## config.mk

```make
export PLATFORM = sky130hd
export DESIGN_NAME = alu_share_arbiter
export DESIGN_NICKNAME = d
export VERILOG_FILES = /design/src/rtl/alu_arb_pkg.sv /design/src/rtl/rr_arb2.sv /design/src/rtl/alu_share_arbiter.sv
export SDC_FILE = /design/constraint.sdc
export NUM_CORES = 1
export LEC_CHECK = 0
export BUFFER_PORTS_ARGS = -buffer_cell sky130_fd_sc_hd__buf_2
export CAP_MARGIN = 25
export CORE_MARGIN = 5
export CORE_UTILIZATION = 45
export DETAILED_ROUTE_END_ITERATION = 6
export GPL_TIMING_DRIVEN = 0
export PLACE_DENSITY = 0.92
export SLEW_MARGIN = 0
export SYNTH_ARGS = -nofsm -noshare
export SYNTH_HDL_FRONTEND = slang
export SYNTH_SLANG_ARGS = --single-unit
```

## constraint.sdc

```tcl
create_clock -name clk -period 2.8 [get_ports clk]
set_input_delay 0.7 -clock clk [delete_from_list [all_inputs] [get_ports clk]]
set_output_delay 0.7 -clock clk [all_outputs]
set_load 0.05 [all_outputs]
```

## src/rtl/alu_arb_pkg.sv

```systemverilog
// alu_arb_pkg: shared widths, FSM state encoding and ALU control codes for alu_share_arbiter
package alu_arb_pkg;
  localparam int XLEN_DEF = 32;
  localparam int CTRW_DEF = 4;
  typedef enum logic [1:0] {IDLE, ISSUE, RESP} state_e;
  localparam logic [3:0] ALU_ADD  = 4'b0000;
  localparam logic [3:0] ALU_SUB  = 4'b1000;
  localparam logic [3:0] ALU_SLT  = 4'b0010;
  localparam logic [3:0] ALU_SLTU = 4'b1010;
  localparam logic [3:0] ALU_XOR  = 4'b0100;
  localparam logic [3:0] ALU_OR   = 4'b0110;
  localparam logic [3:0] ALU_AND  = 4'b0111;
endpackage

```

## src/rtl/rr_arb2.sv

```systemverilog
// rr_arb2: 2-way combinational round-robin; ports valid[1:0], last (previous winner) -> grant[1:0] one-hot or zero
module rr_arb2 (
  input  logic [1:0] valid,
  input  logic       last,
  output logic [1:0] grant
);
  always_comb grant = &valid ? (last ? 2'b01 : 2'b10) : valid;
endmodule

```

## src/rtl/alu_share_arbiter.sv

```systemverilog
// alu_share_arbiter: shares one external ALU between two valid/ready ports (req_*/rsp_* per port, alu_* to/from ALU); ALU_ARB_PERF_EN adds perf_grant0/perf_grant1/perf_conflict
module alu_share_arbiter
  import alu_arb_pkg::*;
#(
  parameter int XLEN = XLEN_DEF,
  parameter int CTRW = CTRW_DEF
) (
  input  logic                 clk,
  input  logic                 rst,
  input  logic [1:0]           req_valid,
  output logic [1:0]           req_ready,
  input  logic [1:0][XLEN-1:0] req_a,
  input  logic [1:0][XLEN-1:0] req_b,
  input  logic [1:0][CTRW-1:0] req_ctr,
  output logic [1:0]           rsp_valid,
  input  logic [1:0]           rsp_ready,
  output logic [XLEN-1:0]      rsp_out,
  output logic                 rsp_less,
  output logic                 rsp_zero,
  output logic [XLEN-1:0]      alu_a,
  output logic [XLEN-1:0]      alu_b,
  output logic [CTRW-1:0]      alu_ctr,
  input  logic [XLEN-1:0]      alu_out,
  input  logic                 alu_less,
  input  logic                 alu_zero
`ifdef ALU_ARB_PERF_EN
  ,
  output logic [31:0]          perf_grant0,
  output logic [31:0]          perf_grant1,
  output logic [31:0]          perf_conflict
`endif
);
  state_e state_q, state_d;
  logic last_q, last_d, own_q, own_d, acc;
  logic [1:0] grant;
  logic [XLEN-1:0] a_q, a_d, b_q, b_d, res_q, res_d;
  logic [CTRW-1:0] ctr_q, ctr_d;
  logic less_q, less_d, zero_q, zero_d;
  rr_arb2 u_arb (.valid(req_valid), .last(last_q), .grant(grant));
  always_comb begin
    req_ready = state_q == IDLE ? grant : 2'b00;
    acc       = |(req_valid & req_ready);
    own_d     = acc ? grant[1] : own_q;
    last_d    = acc ? grant[1] : last_q;
    a_d       = acc ? req_a[grant[1]] : a_q;
    b_d       = acc ? req_b[grant[1]] : b_q;
    ctr_d     = acc ? req_ctr[grant[1]] : ctr_q;
    res_d     = state_q == ISSUE ? alu_out : res_q;
    less_d    = state_q == ISSUE ? alu_less : less_q;
    zero_d    = state_q == ISSUE ? alu_zero : zero_q;
    rsp_valid = state_q == RESP ? (own_q ? 2'b10 : 2'b01) : 2'b00;
    state_d   = state_q == IDLE  ? (acc ? ISSUE : IDLE) :
                state_q == ISSUE ? RESP :
                state_q == RESP  ? (rsp_ready[own_q] ? IDLE : RESP) : IDLE;
  end
  always_ff @(posedge clk) begin
    if (rst) begin
      state_q <= IDLE;
      last_q  <= 1'b1;
      own_q   <= 1'b0;
      a_q     <= '0;
      b_q     <= '0;
      ctr_q   <= '0;
      res_q   <= '0;
      less_q  <= 1'b0;
      zero_q  <= 1'b0;
    end else begin
      state_q <= state_d;
      last_q  <= last_d;
      own_q   <= own_d;
      a_q     <= a_d;
      b_q     <= b_d;
      ctr_q   <= ctr_d;
      res_q   <= res_d;
      less_q  <= less_d;
      zero_q  <= zero_d;
    end
  end
  assign alu_a    = a_q;
  assign alu_b    = b_q;
  assign alu_ctr  = ctr_q;
  assign rsp_out  = res_q;
  assign rsp_less = less_q;
  assign rsp_zero = zero_q;
`ifdef ALU_ARB_PERF_EN
  logic [31:0] g0_q, g0_d, g1_q, g1_d, conf_q, conf_d;
  always_comb begin
    g0_d   = acc && !grant[1] ? g0_q + 32'd1 : g0_q;
    g1_d   = acc && grant[1] ? g1_q + 32'd1 : g1_q;
    conf_d = state_q == IDLE && &req_valid ? conf_q + 32'd1 : conf_q;
  end
  always_ff @(posedge clk) begin
    if (rst) begin
      g0_q   <= '0;
      g1_q   <= '0;
      conf_q <= '0;
    end else begin
      g0_q   <= g0_d;
      g1_q   <= g1_d;
      conf_q <= conf_d;
    end
  end
  assign perf_grant0   = g0_q;
  assign perf_grant1   = g1_q;
  assign perf_conflict = conf_q;
`endif
endmodule

```

==> flow_summary.toml, run 1 <==
[synthesis]
syn_area_um2 = 4460
avgSynthCellArea_um2 = 7.98
syn-num-nets = 734
synthCells = 558
ys_types = 26
ys_seq_elements = 106
synth-seq-area-share_pct = 47.6
ys_warn_count = 0

[floorplan]
core-area_um2 = 9730
rows = 36
initial_utilization_pct = 45.8
die_w_um = 110
io_pins = 282
die_area_um2 = 12000
die_h_um = 110

[detailed_routing]
via_count = 5202
dr.first_iter.drc_count = 256
drc = 0
via_per_inst = 5.28
first_pass_iters = 4
wirelength_mm = 15.8
wl_per_cell_um = 16.1
ant_nets = 0

[place]
dp_hpwl_mm = 12.7
gp_congestion = 0.835
dp_slack_ns = 0.139
port-buffer-count = 280
place_area_um2 = 6030

[critical_path]
critPathMaxFanout = 10
slowest_stage = "buf_2"
cpMostUsedCell = "buf_2"
cp_cell_sequence = "buf_2 > a21bo_2 > buf_2 > clkbuf_1 > nor3_2 > buf_2"
startpoint = "req_valid[0]"
worst_setup_path_start_kind = "input pin"
critical_path_class = "input pin to primary output"
critPathMaxStageDelay_ns = 0.29
r2r_start = "state_q[0]$_SDFF_PP0_"
cp.required_ns = 2.10
worstPathArrival_ns = 1.94
endpoint_kind = "primary output"

[timing]
tightest_slew_ns = 0.592
setup_ws_ns = 0.160
timing.fmax_mhz = 379
grt_setup_unrepaired = "no"
setup_viol = 0
tns_ns = 0
finalHoldViolations = 0
period_minus_slack_ns = 2.64
finClkSkew_ns = 0.0156
slew_violations = 0
slew_headroom_pct = 60.5
fin_crit_sh_pct = 94.3

[global_route]
grt_usage_pct = 25.2
grt_overflow = 0
grt_pass1_wl_mm = 23.9
grt_pass1_vias = 5081
grt_max_degree = 17
antenna_found_initial = 0

[clocking]
cts_tree = "yes"
postCtsSetupRepairBufs = 0
cts-root-buf = "clkbuf_8"
cts.repair.resized = 0
htree_num_levels = 3
clk_pin_slew_ns = 0.09
worstSkewPairLatency_ns = 0.36
cts_made_buffers = 9
numClockSinks = 106
clockBufferDepth = 2
hold_buffers = 0

[layout]
final_core_util_pct = 63.8
seq_area_um2 = 2120
num-nets-final = 1025
drive_gt1_share_pct = 38.3
diodes = 0
multi_input_area_um2 = 2080
fillers = 860
areaGrowthSynthToFinish_pct = 39.4
finalInstanceArea_um2 = 6210

[min_path]
hold_start = "rsp_out[27]$_SDFFE_PP0N_"
hold_path.class = "flip-flop to flip-flop"

[power]
power_density_nw_per_um2 = 663
leakage_nw = 2.95
vdd_drop_max_uv = 307

[flow_run]
drv_cap = 0

[run_status]
status = "finished, final reports clean"
cells in the final DEF (no fill, tap or decap), types with 2 or more instances in the layout:
cell type / count
a311oi_2: 9
a311oi_1: 59
nor2_1: 2
clkinvlp_4: 2
buf_2: 295
clkbuf_1: 39
a21oi_1: 103
clkbuf_8: 9
buf_6: 3
nand2_1: 204
nor2b_1: 3
dfxtp_1: 106
through the flow:
step | power [W] | cells | hold slack [ns]
3_3_place_gp | 0.00322 | 971 | 0.439
3_5_place_dp | 0.00324 | 971 | 0.444
4_1_cts | 0.00414 | 985 | 0.458
2_1_floorplan | 0.00280 | 558 | 0.527
6_report | 0.00412 | 985 | 0.456
5_1_grt | 0.00431 | 985 | 0.474
area by class of cell:
class,count,share of cell area [%]
clock buffer,10,2.06
multi-input combinational,394,33.4
tap,133,2.68
clock inverter,4,0.866
buffer,58,4.23
timing repair buffer,280,22.6
sequential,106,34.2
critical path, delay by kind of cell:
| kind | cells | cell delay (ns) |
|---|---|---|
| compound gates | 1 | 0.20 |
| buf+inv | 4 | 0.85 |
| simple gates | 1 | 0.18 |
per-layer routing:
layer	vias up	part of all wire, %	GRT usage [%]
met5	-	0	0
met1	2405	37	26.4
met4	0	2.5	9.44
met3	33	10	8.46
met2	235	51	46.4
li1	2529	-	-
registers in the layout, summed over array words and instances, names as in the netlist:
signal	cells
last_q	1
rsp_less	1
own_q	1
alu_b	32
rsp_out	32
alu_ctr	4
state_q	2
alu_a	32
rsp_zero	1
cells in the mapped netlist:
| cell | n | share of area [%] |
|---|---|---|
| nand2_1 | 204 | 17 |
| dfxtp_1 | 106 | 48 |
| a21oi_1 | 103 | 12 |
| a311oi_1 | 59 | 12 |
| clkbuf_1 | 38 | 3.2 |
| buf_2 | 15 | 1.7 |
| a311oi_2 | 9 | 3.0 |
| buf_6 | 3 | 0.76 |
| nor2b_1 | 3 | 0.42 |
| nor2_1 | 2 | 0.17 |
| a21bo_2 | 1 | 0.22 |
| a21boi_2 | 1 | 0.25 |
| a221o_1 | 1 | 0.22 |
| a22oi_1 | 1 | 0.17 |
| and2_1 | 1 | 0.14 |
| and3b_1 | 1 | 0.20 |
| buf_1 | 1 | 0.084 |
| buf_4 | 1 | 0.17 |
| mux2i_1 | 1 | 0.22 |
| nand2b_1 | 1 | 0.14 |
| nand3b_1 | 1 | 0.17 |
| nor2_2 | 1 | 0.14 |
| nor3_1 | 1 | 0.11 |
| nor3b_1 | 1 | 0.17 |
| or2_0 | 1 | 0.14 |
| or3b_2 | 1 | 0.20 |
where the power goes:
part	internal (W)	switching, W
clock network	0.000408	0.000505
registers	0.00167	0.0000877
logic	0.000405	0.00104
logic make-up (layout without fill, tap and decap cells):
kind of cell	Yosys count	count (layout)	share of synthesized area (%)
buffers and inverters	58	352	5.90
muxes	1	1	0.225
and+or+nand+nor	218	218	19.2
DFF	106	106	47.6
AOI/OAI and AO/OA	175	175	27.1
worst paths after layout:
kind | to | slack (ns) | cells past startpoint
worst max-delay path | req_ready[1] | 0.16 | 6
worst max register to register | alu_a[15]$_SDFFE_PP0P_ | 1.07 | 4
worst min-delay path | rsp_out[27]$_SDFFE_PP0N_ | 0.46 | 2
worst min register to register | rsp_out[27]$_SDFFE_PP0N_ | 0.46 | 2
Note: power is estimated with default switching activity, not from simulation.
==> run 2, diff against run 1 <==
RECOVER_POWER = 50   (was default)
==> run 2 against run 1 <==
First-iteration DRC count fell by 10%. Die area unchanged. Critical path depth is the same. Total power shrank 0.84%. Non-clock buffer count is the same. Global-route usage is the same. Largest cell class unchanged. Largest power group unchanged.
==> flow_summary.toml, run 2 (synthesis gave the netlist of run 1 again) <==
[layout]
diodes = 0
drive_gt1_share_pct = 26.4
layout_commonest_cell = "nand2_1"
finalInstanceArea_um2 = 6080
num-nets-final = 1025
areaGrowthSynthToFinish_pct = 36.5
final_cell_mix = "204 x nand2_1, 195 x buf_2, 139 x clkbuf_1"

[timing]
slew_violations = 0
setup_viol = 0
period_minus_slack_ns = 2.65
fin_crit_sh_pct = 94.5
tightest_slew_ns = 0.700
slew_headroom_pct = 53.1
finalHoldViolations = 0
grt_setup_unrepaired = "no"
tns_ns = 0
timing.fmax_mhz = 378
finClkSkew_ns = 0.0163

[critical_path]
worst_setup_path_start_kind = "input pin"
cp_cell_sequence = "buf_2 > a21bo_2 > buf_2 > clkbuf_1 > nor3_2 > buf_2"
critPathMaxStageDelay_ns = 0.29
critPathMaxFanout = 10
worst_path_dominant_cell_family = "buffers and inverters"
slowest_stage = "buf_2"
cpMostUsedCell = "buf_2"
endpoint_kind = "primary output"
worstPathArrival_ns = 1.95
critical_path_class = "input pin to primary output"
cp.required_ns = 2.10
path_buf_inv = 4

[global_route]
grtUsageMet3_pct = 8.46
met2_usage_pct = 46.4
grt_max_degree = 17
antenna_found_initial = 0
met1_usage_pct = 26.4
grt-busiest-layer = "met2"
grt_pass1_vias = 5081
grt_overflow = 0
grt_pass1_wl_mm = 23.9
grt_usage_pct = 25.2

[run_status]
status = "finished, final reports clean"

[floorplan]
initial_utilization_pct = 45.8
rows = 36
die_w_um = 110
core-area_um2 = 9730
die_h_um = 110
io_pins = 282
die_area_um2 = 12000

[place]
gp_congestion = 0.835
place_area_um2 = 6030
port-buffer-count = 280
dp_hpwl_mm = 12.7

[clocking]
numClockSinks = 106
clockBufferDepth = 2
hold_buffers = 0
htree_num_levels = 3
cts_made_buffers = 9
postCtsSetupRepairBufs = 0
cts-root-buf = "clkbuf_8"
cts_tree = "yes"
cts.repair.resized = 0
worstSkewPairLatency_ns = 0.36
clk_pin_slew_ns = 0.09

[power]
leakage_nw = 2.57
vdd_drop_max_uv = 305
power_density_nw_per_um2 = 671

[detailed_routing]
via_count = 5193
drc = 0
first_pass_iters = 4
via_per_inst = 5.27
ant_nets = 0
wl_per_cell_um = 16.1
wirelength_mm = 15.8
dr.first_iter.drc_count = 230

[min_path]
hold_path.class = "flip-flop to flip-flop"

[flow_run]
drv_cap = 0
## run 2: cell types whose count changed in the layout (fill, tap and decap cells not counted), sizes merged
cell | before | now
buf | 300 | 200
clkbuf | 48 | 148
## run 2: path summary, 6_finish.rpt
check	from	endpoint	slack, ns	cells past startpoint
setup / recovery	req_valid[0]	req_ready[1]	0.15	6
hold / removal	rsp_out[27]$_SDFFE_PP0N_	rsp_out[27]$_SDFFE_PP0N_	0.46	2
setup reg to reg	state_q[0]$_SDFF_PP0_	alu_ctr[2]$_SDFFE_PP0P_	0.83	5
hold reg to reg	rsp_out[27]$_SDFFE_PP0N_	rsp_out[27]$_SDFFE_PP0N_	0.46	2
## run 2: layout make-up
type	count	area (µm²)
Clock buffer	10	128
Clock inverter	4	53.8
Sequential cell	106	2120
Timing Repair Buffer	280	1280
Fill cell	921	3650
Tap cell	133	166
Buffer	58	259
Multi-Input combinational cell	394	2070
## run 2: routing by layer
layer | wire, µm | vias up | share of wire [%]
li1 | - | 2535 | -
met1 | 5880 | 2401 | 37
met2 | 8020 | 228 | 51
met3 | 1580 | 29 | 10
met4 | 365 | 0 | 2.3
met5 | 0 | - | 0
## run 2: per-stage QoR
| step | setup slack [ns] | hold slack, ns | total power, W | std cells | utilization [%] |
|---|---|---|---|---|---|
| 2_1_floorplan | 0.246 | 0.527 | 0.00280 | 558 | - |
| 3_3_place_gp | 0.140 | 0.439 | 0.00322 | 971 | 62.0 |
| 3_5_place_dp | 0.139 | 0.444 | 0.00324 | 971 | 62.0 |
| 4_1_cts | 0.134 | 0.458 | 0.00414 | 985 | 63.8 |
| 5_1_grt | 0.0530 | 0.477 | 0.00426 | 985 | 62.5 |
| 6_report | 0.153 | 0.458 | 0.00408 | 985 | 62.5 |
## run 2: power by group
group / switching, W / total, W / internal [W]
Sequential: 0.0000920 / 0.00176 / 0.00167
Clock: 0.000509 / 0.000917 / 0.000408
Combinational: 0.00104 / 0.00140 / 0.000361
## run 2: tightest hold or removal path, stage by stage, from the launching register on
cell     delay (ns)
dfxtp_1        0.32
nand2_1        0.05
a21oi_1        0.05
